--- src/rtl/mem_reinit_ctrl_if.sv ---
// rtl/mem_reinit_ctrl_if.sv - simple dual-port BRAM bus between reinit controller and memory
interface mem_reinit_ctrl_if #(
  parameter int ADDR_W  = 12,
  parameter int WID_MEM = 18
);
  logic [ADDR_W-1:0]  waddr;
  logic [WID_MEM-1:0] din;
  logic               we;
  logic [ADDR_W-1:0]  raddr;
  logic [WID_MEM-1:0] dout;

  modport master (output waddr, output din, output we, output raddr, input dout);
  modport slave  (input waddr, input din, input we, input raddr, output dout);
endinterface

--- src/rtl/mem_reinit_ctrl.sv ---
// rtl/mem_reinit_ctrl.sv - in-place BRAM re-initialise and read-back checker
module mem_reinit_ctrl #(
  parameter int WID_MEM   = 18,
  parameter int DEPTH_MEM = 4096,
  parameter int ADDR_W    = 12,
  parameter int RD_LAT    = 1
) (
  input  logic                clk,
  input  logic                reset,
  input  logic                start,
  input  logic [1:0]          pattern_sel,
  mem_reinit_ctrl_if.master   mem,
  output logic                busy,
  output logic                done,
  output logic                pass,
  output logic [ADDR_W:0]     err_count,
  output logic [ADDR_W-1:0]   first_err_addr
);

  localparam logic [ADDR_W-1:0] LAST_ADDR = ADDR_W'(DEPTH_MEM - 1);
  localparam int                DCW       = (RD_LAT > 1) ? $clog2(RD_LAT) : 1;
  localparam logic [DCW-1:0]    LAST_DRN  = DCW'(RD_LAT - 1);

  typedef enum logic [1:0] {IDLE, WRITE, READ, DRAIN} state_t;

  state_t             state, state_nxt;
  logic [ADDR_W-1:0]  addr_cnt;
  logic [DCW-1:0]     drain_cnt;
  logic [1:0]         sel_q;
  logic               pv [RD_LAT];
  logic [ADDR_W-1:0]  pa [RD_LAT];
  logic [WID_MEM-1:0] pe [RD_LAT];
  logic               mismatch;
  logic [ADDR_W:0]    err_nxt;
  logic               finishing;

  // Word written (and later expected) at address a for the latched pattern.
  function automatic logic [WID_MEM-1:0] pattern(input logic [1:0] sel, input logic [ADDR_W-1:0] a);
    logic [WID_MEM-1:0]        p;
    logic [WID_MEM+ADDR_W-1:0] wide;
    p    = '0;
    wide = {{WID_MEM{1'b0}}, a};
    case (sel)
      2'd0: p = '0;
      2'd1: p = '1;
      2'd2: p = wide[WID_MEM-1:0];
      default: for (int i = 0; i < WID_MEM; i++) p[i] = i[0] ^ a[0];
    endcase
    return p;
  endfunction

  assign mismatch  = pv[RD_LAT-1] && (mem.dout != pe[RD_LAT-1]);
  assign err_nxt   = err_count + {{ADDR_W{1'b0}}, mismatch};
  assign finishing = (state == DRAIN) && (state_nxt == IDLE);

  // State register.
  always_ff @(posedge clk) begin
    if (reset) state <= IDLE;
    else       state <= state_nxt;
  end

  // Next-state and memory-port drive; ports sit at zero outside their sweep phase.
  always_comb begin
    state_nxt = state;
    mem.we    = 1'b0;
    mem.waddr = '0;
    mem.din   = '0;
    mem.raddr = '0;
    busy      = (state != IDLE);
    case (state)
      IDLE:  if (start) state_nxt = WRITE;
      WRITE: begin
        mem.we    = 1'b1;
        mem.waddr = addr_cnt;
        mem.din   = pattern(sel_q, addr_cnt);
        if (addr_cnt == LAST_ADDR) state_nxt = READ;
      end
      READ: begin
        mem.raddr = addr_cnt;
        if (addr_cnt == LAST_ADDR) state_nxt = DRAIN;
      end
      DRAIN: if (drain_cnt == LAST_DRN) state_nxt = IDLE;
      default: state_nxt = IDLE;
    endcase
  end

  // Sweep counters, pattern latch and result bookkeeping.
  always_ff @(posedge clk) begin
    if (reset) begin
      addr_cnt       <= '0;
      drain_cnt      <= '0;
      sel_q          <= 2'd0;
      err_count      <= '0;
      first_err_addr <= '0;
      pass           <= 1'b0;
      done           <= 1'b0;
    end else begin
      done      <= finishing;
      addr_cnt  <= ((state == WRITE || state == READ) && addr_cnt != LAST_ADDR) ?
                   addr_cnt + ADDR_W'(1) : '0;
      drain_cnt <= (state == DRAIN) ? drain_cnt + DCW'(1) : '0;
      if (state == IDLE && start) begin
        sel_q          <= pattern_sel;
        err_count      <= '0;
        first_err_addr <= '0;
        pass           <= 1'b0;
      end else begin
        err_count <= err_nxt;
        if (mismatch && err_count == '0) first_err_addr <= pa[RD_LAT-1];
        if (finishing) pass <= (err_nxt == '0);
      end
    end
  end

  // Read-compare delay line: address and expected word travel alongside the memory latency.
  always_ff @(posedge clk) begin
    if (reset) begin
      for (int i = 0; i < RD_LAT; i++) begin
        pv[i] <= 1'b0;
        pa[i] <= '0;
        pe[i] <= '0;
      end
    end else begin
      pv[0] <= (state == READ);
      pa[0] <= addr_cnt;
      pe[0] <= pattern(sel_q, addr_cnt);
      for (int i = RD_LAT - 1; i > 0; i--) begin
        pv[i] <= pv[i-1];
        pa[i] <= pa[i-1];
        pe[i] <= pe[i-1];
      end
    end
  end

endmodule

--- src/flat_wrapper.sv ---
// flat-port wrapper written by rule: the top's interface ports become plain ports
module mem_reinit_ctrl_flat 
#(
  parameter int WID_MEM   = 18,
  parameter int DEPTH_MEM = 4096,
  parameter int ADDR_W    = 12,
  parameter int RD_LAT    = 1
)
  (clk, reset, start, pattern_sel, busy, done, pass, err_count, first_err_addr, mem_waddr, mem_din, mem_we, mem_raddr, mem_dout);
  mem_reinit_ctrl_if #(.ADDR_W(ADDR_W), .WID_MEM(WID_MEM)) mem_i ();
  input  logic clk;
  input  logic reset;
  input  logic start;
  input  logic [1:0] pattern_sel;
  output logic busy;
  output logic done;
  output logic pass;
  output logic [ADDR_W:0] err_count;
  output logic [ADDR_W-1:0] first_err_addr;
  output wire logic [$bits(mem_i.waddr)-1:0] mem_waddr;
  output wire logic [$bits(mem_i.din)-1:0] mem_din;
  output wire logic [$bits(mem_i.we)-1:0] mem_we;
  output wire logic [$bits(mem_i.raddr)-1:0] mem_raddr;
  input wire logic [$bits(mem_i.dout)-1:0] mem_dout;
  assign mem_waddr = mem_i.waddr;
  assign mem_din = mem_i.din;
  assign mem_we = mem_i.we;
  assign mem_raddr = mem_i.raddr;
  assign mem_i.dout = mem_dout;
  mem_reinit_ctrl #(.WID_MEM(WID_MEM), .DEPTH_MEM(DEPTH_MEM), .ADDR_W(ADDR_W), .RD_LAT(RD_LAT)) u_core (.clk(clk), .reset(reset), .start(start), .pattern_sel(pattern_sel), .mem(mem_i), .busy(busy), .done(done), .pass(pass), .err_count(err_count), .first_err_addr(first_err_addr));
endmodule
--- config.mk ---
export PLATFORM = sky130hd
export DESIGN_NAME = mem_reinit_ctrl_flat
export DESIGN_NICKNAME = d
export VERILOG_FILES = /design/src/rtl/mem_reinit_ctrl_if.sv /design/src/rtl/mem_reinit_ctrl.sv /design/src/flat_wrapper.sv
export SDC_FILE = /design/constraint.sdc
export NUM_CORES = 1
export LEC_CHECK = 0
export ABC_AREA = 1
export CORE_UTILIZATION = 25
export CTS_CLUSTER_DIAMETER = 80
export DETAILED_ROUTE_END_ITERATION = 7
export MAX_ROUTING_LAYER = met4
export PLACE_DENSITY = 0.59
export SYNTH_ARGS = -nofsm -noshare
export SYNTH_HDL_FRONTEND = slang
export SYNTH_SLANG_ARGS = --single-unit
--- constraint.sdc ---
create_clock -name clk -period 4.1 [get_ports clk]
set_input_delay 0.82 -clock clk [delete_from_list [all_inputs] [get_ports clk]]
set_output_delay 0.82 -clock clk [all_outputs]
set_load 0.1 [all_outputs]
Yosys cells after proc, flatten, opt, wreduce, memory -nomap -nowiden
Memory sizes are Yosys's and may differ from the RTL's. A register that Yosys moved wholly into a read port is not among the register bits.
Cells that the tools add are included.
{ "word_totals": {"ff_bits": 32, "ramBits": 31, "in_bits": 23, "out_inout_bits": 71, "elab_cells": 62, "mem_count": 3} }
{ "op_classes": {"addsub": 3, "eq_ne": 8, "n_mux": 20, "bitwise": 3, "n_reduce_logical": 18} }
{ "mem_list": {"columns": ["name", "words", "width", "rd", "rd_clocked_by_memory_dff", "wr", "line_no", "source"], "rows": [
  ["u_core.pe", 1, 18, 1, 0, 1, "mem_reinit_ctrl.sv:32", "logic [WID_MEM-1:0] pe [RD_LAT];"],
  ["u_core.pa", 1, 12, 1, 1, 1, "mem_reinit_ctrl.sv:31", "logic [ADDR_W-1:0] pa [RD_LAT];"],
  ["u_core.pv", 1, 1, 1, 0, 1, "mem_reinit_ctrl.sv:30", "logic pv [RD_LAT];"]
]} }
{ "ops": {"columns": ["operator", "n"], "rows": [
  ["$mux W18", 3],
  ["$pmux W18 S3", 1],
  ["$mux W12", 3],
  ["$logic_not A13 Y1", 2],
  ["$ne A18 B18 Y1", 1],
  ["$reduce_or A18 Y1", 1],
  ["$add A13 B1 Y13", 1],
  ["$add A12 B1 Y12 const B", 1],
  ["$eq A12 B12 Y1 const B", 1],
  ["$ne A12 B12 Y1 const B", 1],
  ["$reduce_or A12 Y1", 1],
  ["$mux W1", 8],
  ["$mux W2", 4],
  ["$pmux W2 S4", 1],
  ["$eq A2 B2 Y1 const B", 3],
  ["$logic_not A2 Y1", 3],
  ["$reduce_or A2 Y1", 3],
  ["$logic_and A1 B1 Y1", 5],
  ["$eq A2 B1 Y1 const B", 2],
  ["$not A1 Y1", 3],
  ["$reduce_bool A2 Y1", 1],
  ["$add A1 B1 Y1 const B", 1],
  ["$logic_or A1 B1 Y1", 1],
  ["$reduce_or A1 Y1", 1]
]} }

Longest topological paths before layout
Gate-level depths: netlist of run 1.
{ "logic_depth": {"ltp_word": 5, "mapped_depth": 18, "mapped_depth_nobuf": 18} }

Worst setup path after synthesis of run 1
OpenSTA, ideal clock, no wires.
{ "synth_timing": {"kind": "register -> output", "from": "register u_core.state[1]", "to": "output mem_din[14]", "arrival_time_ns": 3.653, "required_ns": 3.280, "slack_ns": -0.373, "stages_incl_launch_ff": 8, "n_path_buf": 3, "cell_sequence": "dfxtp_1 -> inv_1 -> ha_1 -> clkbuf_2 -> inv_1 -> clkbuf_1 -> nor2_1 -> buf_4"} }
{ "synth_via": {"elab_chain_len": 2} }
{ "synth_lines": {"columns": ["item", "line_no", "source"], "rows": [
  ["from (decl)", "mem_reinit_ctrl.sv:26", "state_t state, state_nxt;"],
  ["from (signal assigned)", "mem_reinit_ctrl.sv:59", "else state <= state_nxt;"],
  ["$eq A2 B1 Y1", "mem_reinit_ctrl.sv:70", "case (state)"],
  ["$mux W18", "mem_reinit_ctrl.sv:70", null],
  ["to (decl)", "flat_wrapper.sv:21", "output wire logic [$bits(mem_i.din)-1:0] mem_din;"]
]} }
Every way passes these cells.

Worst setup path in the final report of run 1
{ "layout_timing": {"from": "register u_core.state[1]", "to": "output mem_din[8]"} }
The elaborated chain is that of the path after synthesis.

==> impl_metrics.yaml, run 1 <==
run_status:
  status: "finished clean"
floorplan:
  dieHeight_um: 119
  io_pins: 94
  die_w_um: 119
  initial_core_util_pct: 25.6
  core-area_um2: 13300
  rows: 42
  dieArea_um2: 14100
clock_network:
  clock_tree.htree_level_count: 3
  cts_made_buffers: 9
  cts_tree: "built"
  cts_buffer_depth: 2
  root_buffer: "clkbuf_16"
  clkSinkCount: 71
  cts_setup_buffers: 0
  clk_pin_slew_ns: 0.06
  cts_hold_buf: 0
  cts_resized: 0
  clk_latency_ns: 0.33
critical_path:
  critPathKind: "reg2out"
  startpoint: "u_core.state[1]"
  r2r-end: "u_core.pass"
  r2r_slack_ns: 1.72
  path_cells: "inv_1 -> ha_1 -> inv_1 -> nor2_1 -> buf_4"
  crit_arrival_ns: 2.36
  r2r_start: "u_core.pe[0][2]"
  worst-path-max-fanout: 17
  startpoint_type: "register"
  r2r_cells: 16
  endpoint_kind: "output port"
  crit_top_cell: "inv_1"
  slowest_stage: "ha_1"
  worstPathRequired_ns: 3.28
  critical-path-max-stage-delay_ns: 0.56
timing:
  clock_skew_ns: 0.00671
  min_period_over_period_pct: 77.6
  hold_slack_ns: 0.461
  setup_violations: 0
  fin_crit_ns: 3.18
  relSlewSlack_pct: 33.1
  setup_tns_ns: 0
  finalHoldViolCount: 0
  worstMarginPinSlew_ns: 1.00
  rsz0062_at_grt: "no"
  max_freq_mhz: 314
  final_max_slew_viol_count: 0
logic_synthesis:
  async_reset_ff_share_pct: 0
  synth_edf_count: 0
  yosys.area.top_type: "dfxtp_1"
  yosysSeqAreaShare_pct: 41.7
  synth_seq_cells: 71
  synth.top_cell.area_share_pct: 41.7
  ys_types: 32
  syn_inst: 502
  synth.net_count: 533
  syn_area_um2: 3410
  yosysWarnings: 0
  post_synth.cell_area_avg_um2: 6.79
  ys_top_cells_by_area: "dfxtp_1 (42%), nor2_1 (12%), nand2_1 (11%)"
  synth_ff_type: "dfxtp_1"
pwr:
  p_per_area_nw_per_um2: 359
  clock_power_share_pct: 45.8
  power_frac_seq_pct: 42.6
  p_sw_uw: 432
  p_int_uw: 1240
  leakagePower_uw: 0.00216
  swShare_pct: 25.8
  peakVddDrop_mv: 0.205
  combPwrFrac_pct: 11.6
placed_design:
  hpwl_um: 7200
  dpl_cell_area_um2: 4380
  place_congestion: 0.849
  port_buffers: 93
  dp_cells: 754
final_layout:
  num-fill-cells: 1400
  finish.instance_area_um2: 4670
  nNetsFinal: 620
  fin_cells: 770
  drive_gt1_share_pct: 12.8
  syn_to_final_growth_pct: 37.0
  diodes: 0
global_routing:
  grt_first_pass_wirelength_um: 15200
  grt_pass1_vias: 3181
  grt_use_total_pct: 14.2
  grt_max_degree: 29
  overflow: 0
  antenna_found_initial: 0
detailed_routing:
  drt_wl_total_um: 9340
  drt-wirelength-per-cell_um: 12.1
  drt_iter0_markers: 151
  avgViaCountPerCell: 4.23
  drtAntennaViolNets: 0
  vias: 3257
  first_pass_iters: 4
  drcViolationCount: 0
hold_path:
  worstHoldStart: "u_core.pa[0][8]"
  holdCritPathClass: "reg2reg"
  holdPathEnd: "u_core.first_err_addr[8]"
  hold_path_depth: 2
job:
  drv_cap: 0
-- worst max-delay path: cells and delay by family, from the launching register on --
kind / cells / cell delay [ns]
adder cells (fa/ha/maj): 1 / 0.56
buffers and inverters: 3 / 0.84
flip-flops: 1 / 0.33
AND/OR/NAND/NOR: 1 / 0.29
-- worst max path at each step --
stage,end,slack (ns),cells past startpoint
finish,mem_din[8],0.92,5
global route,mem_din[8],0.74,5
global placement,u_core.pass,0.83,19
CTS,mem_din[8],0.89,5
floorplan,mem_din[14],0.14,7
detailed placement,u_core.pass,0.74,19
-- layout by cell type (no fill, tap or decap), drive strengths merged --
cell type and count:
xor2 9, nand3b 1, buf 44, a31oi 11, xnor2 8, nor4 1
nand2 105, nand3 17, nor3 7, o22ai 1, clkinv 3, or2 1
a211o 1, a21boi 1, ha 8, nor2 116, nand4 10, o21bai 2
o21ai 11, clkdlybuf4s50 50, a21oi 12, dfxtp 71, inv 87, nor3b 4
bufinv 1, clkbuf 12
-- cells by family after synthesis --
family	after synthesis	share of synthesized area, %
flops	71	41.7
compound gates	39	6.50
simple gates	262	32.3
fa+ha+maj	8	2.94
xor+xnor	17	4.37
buf+inv	105	12.2
-- synthesized netlist by cell type, types with 7 or more instances --
cell type  count
nor2_1       110
xnor2_1        8
inv_1         83
nand2_1      101
nand3_1       16
a31oi_1       11
clkbuf_1       9
nor3_1         7
a21oi_1       12
dfxtp_1       71
ha_1           8
o21ai_0       10
nand4_1       10
xor2_1         9
-- layout make-up --
type,count,area (um^2),area share [%]
clock buffers,12,246,5.28
clock inverters,4,45.0,0.965
well taps,176,220,4.72
repair buffers,94,831,17.8
inverters,87,327,7.00
multi-input cells,326,1580,33.8
flip-flops and latches,71,1420,30.4
-- per-stage QoR --
| step | util [%] | worst slack (ns) | power (uW) |
|---|---|---|---|
| 4_1_cts | 35.1 | 0.893 | 1700 |
| 5_1_grt | 35.1 | 0.738 | 1740 |
| 6_report | 35.1 | 0.917 | 1670 |
| 3_3_place_gp | 32.9 | 0.832 | 921 |
| 3_5_place_dp | 32.9 | 0.740 | 922 |
| 2_1_floorplan | - | 0.145 | 867 |
-- power by group through the flow --
stage               logic (uW)  clock network (uW)  registers, uW
floorplan                  144                   0            723
global placement           193                   0            728
finish                     194                 767            713
detailed placement         195                   0            728
global route               208                 817            714
CTS                        195                 790            713
-- sequential cells by signal, summed over array words and instances, names as in the netlist --
| signal | flops |
|---|---|
| u_core.pe | 14 |
| u_core.state | 2 |
| u_core.err_count | 13 |
| u_core.addr_cnt | 12 |
| u_core.done | 1 |
| u_core.pa | 12 |
| u_core.pass | 1 |
| u_core.pv | 1 |
| u_core.drain_cnt | 1 |
| u_core.first_err_addr | 12 |
| u_core.sel_q | 2 |
-- routing by layer --
layer	vias to the layer above	share of wire, %	wire, um	GRT usage, %
met3	12	4.1	386	3.67
met4	0	1.8	165	5.46
li1	1702	-	-	-
met2	80	47	4400	22.9
met5	-	0	0	-
met1	1463	47	4400	16.8
No activity file was read; power rests on OpenSTA's default activity.
==> run 2, diff against run 1 <==
==> constraint.sdc (replaced) <==
create_clock -name clk -period 3.2 [get_ports clk]
set_input_delay 0.64 -clock clk [delete_from_list [all_inputs] [get_ports clk]]
set_output_delay 0.64 -clock clk [all_outputs]
set_load 0.1 [all_outputs]
==> run 2 against run 1 <==
Compared with the run above:
- wire length about the same
- worst setup slack worse by 0.50 ns
- design area rose by 0.32%
- first-iteration DRC count shrank 8.6%
- count of clock-buffer cells in the layout grew 1
- clock power up 42%
- final cell count rose by 0.13%
- sequential power increased by 28%
- critical path depth increased by 14
- worst hold slack worse by 0.0036 ns
- die area stayed put
- critical endpoint is now u_core.pass
==> impl_metrics.yaml, run 2 (synthesized netlist as in run 1, its figures left out) <==
critical_path:
  critPathKind: "in2reg"
  r2r-end: "u_core.pass"
  startpoint_type: "input pin"
  worstPathRequired_ns: 3.43
  r2r_slack_ns: 0.87
  r2r_cells: 16
  endpoint_kind: "register"
  crit_arrival_ns: 3.01
  r2r_start: "u_core.pe[0][2]"
  worst-path-max-fanout: 6
placed_design:
  port_buffers: 93
  place_congestion: 0.891
  hpwl_um: 7260
detailed_routing:
  drt_iter0_markers: 138
  drt_wl_total_um: 9340
  vias: 3260
  drt-wirelength-per-cell_um: 12.1
  avgViaCountPerCell: 4.23
  drtAntennaViolNets: 0
  drcViolationCount: 0
  first_pass_iters: 5
floorplan:
  initial_core_util_pct: 25.6
  dieHeight_um: 119
  core-area_um2: 13300
  io_pins: 94
  die_w_um: 119
  dieArea_um2: 14100
  rows: 42
clock_network:
  cts_hold_buf: 0
  root_buffer: "clkbuf_16"
  clkSinkCount: 71
  cts_setup_buffers: 0
  clock_tree.htree_level_count: 3
  clk_pin_slew_ns: 0.06
  cts_resized: 0
  clk_latency_ns: 0.33
  cts_tree: "built"
  cts_made_buffers: 9
  cts_buffer_depth: 2
final_layout:
  area.sequential_um2: 1420
  layout.cells.most_common_list: "nand2_1 (101), nor2_1 (99), inv_1 (83)"
  num-fill-cells: 1375
  diodes: 0
  top_register: "u_core.pe"
  top_regs: "u_core.pe x14, u_core.err_count x13"
  postLayoutCoreUtil_pct: 35.2
  largest_register_ffs: 14
  nNetsFinal: 621
  drive_gt1_share_pct: 19.5
  layout_commonest_cell: "nand2_1"
  syn_to_final_growth_pct: 37.4
  multi_input_area_um2: 1620
pwr:
  p_per_area_nw_per_um2: 483
  combPwrFrac_pct: 11.4
  p_int_uw: 1700
  clock_power_share_pct: 48.2
  p_sw_uw: 561
  swShare_pct: 24.8
  peakVddDrop_mv: 0.238
  leakagePower_uw: 0.00223
  power_frac_seq_pct: 40.4
timing:
  finalHoldViolCount: 0
  clock_skew_ns: 0.00961
  min_period_over_period_pct: 87.0
  relSlewSlack_pct: 53.7
  setup_violations: 0
  setup_tns_ns: 0
  max_freq_mhz: 359
  fin_crit_ns: 2.78
  rsz0062_at_grt: "no"
  worstMarginPinSlew_ns: 0.693
  final_max_slew_viol_count: 0
global_routing:
  grt_pass1_vias: 3075
  grt_use_met1_pct: 17.8
  antenna_found_initial: 0
  grt_max_degree: 25
  overflow: 0
  grtUsageMet3_pct: 3.14
  top_usage_layer: "met2"
  grt_first_pass_wirelength_um: 14900
  grt_use_total_pct: 14.1
  use_met2_pct: 21.5
job:
  drv_cap: 0
hold_path:
  worstHoldStart: "u_core.pa[0][3]"
  holdPathEnd: "u_core.first_err_addr[3]"
  hold_path_depth: 2
  holdCritPathClass: "reg2reg"
run_status:
  status: "finished clean"
run 2: per-stage QoR:
| step | hold WS, ns | area, um^2 | cells | total power (uW) | setup WS (ns) |
|---|---|---|---|---|---|
| global route | 0.480 | 4680 | 771 | 2350 | 0.184 |
| floorplan | 0.423 | 3460 | 502 | 1120 | 0.155 |
| CTS | 0.462 | 4680 | 771 | 2280 | 0.373 |
| global placement | 0.443 | 4360 | 755 | 1190 | 0.0763 |
| finish | 0.458 | 4680 | 771 | 2260 | 0.417 |
| detailed placement | 0.443 | 4360 | 755 | 1190 | 0.0177 |
run 2: worst max path at each step:
| stage | cells past startpoint | endpoint | slack (ns) | startpoint |
|---|---|---|---|---|
| after floorplan | 6 | mem_din[15] | 0.15 | u_core.state[1] |
| after global placement | 19 | u_core.pass | 0.08 | mem_dout[8] |
| after detailed placement | 19 | u_core.pass | 0.02 | mem_dout[8] |
| after CTS | 19 | u_core.pass | 0.37 | mem_dout[8] |
| after global routing | 17 | u_core.pass | 0.18 | mem_dout[2] |
| final | 19 | u_core.pass | 0.42 | mem_dout[8] |
run 2: critical path: stages:
cell	delay [ns]
clkdlybuf4s50_1	0.46
inv_1	0.05
nand2_1	0.05
nand2_1	0.04
nor2_1	0.10
nand3_1	0.07
nor2_1	0.21
a21boi_0	0.15
ha_1	0.22
ha_1	0.27
nand3_1	0.15
inv_2	0.06
nand2_1	0.07
xor2_1	0.18
nor2_1	0.06
nand3_1	0.08
nor2_1	0.04
nor2_1	0.08
nor2_1	0.05
run 2: area by class of cell:
| class | instances | area share, % |
|---|---|---|
| multi-input combinational | 326 | 34.6 |
| sequential | 71 | 30.3 |
| timing repair buffer | 95 | 16.4 |
| inverter | 87 | 6.97 |
| clock buffer | 13 | 5.56 |
| tap | 176 | 4.70 |
| clock inverter | 3 | 1.39 |
run 2: power by group through the flow:
| stage | clock [uW] | sequential (uW) | combinational [uW] |
|---|---|---|---|
| floorplan | 0 | 927 | 193 |
| global placement | 0 | 933 | 256 |
| detailed placement | 0 | 933 | 258 |
| CTS | 1110 | 913 | 259 |
| global route | 1160 | 916 | 274 |
| finish | 1090 | 914 | 257 |
run 2: metal layers:
| metal | vias to the layer above | part of all wire, % |
|---|---|---|
| li1 | 1706 | - |
| met1 | 1459 | 49 |
| met2 | 80 | 44 |
| met3 | 15 | 4.4 |
| met4 | 0 | 2.1 |
| met5 | - | 0 |
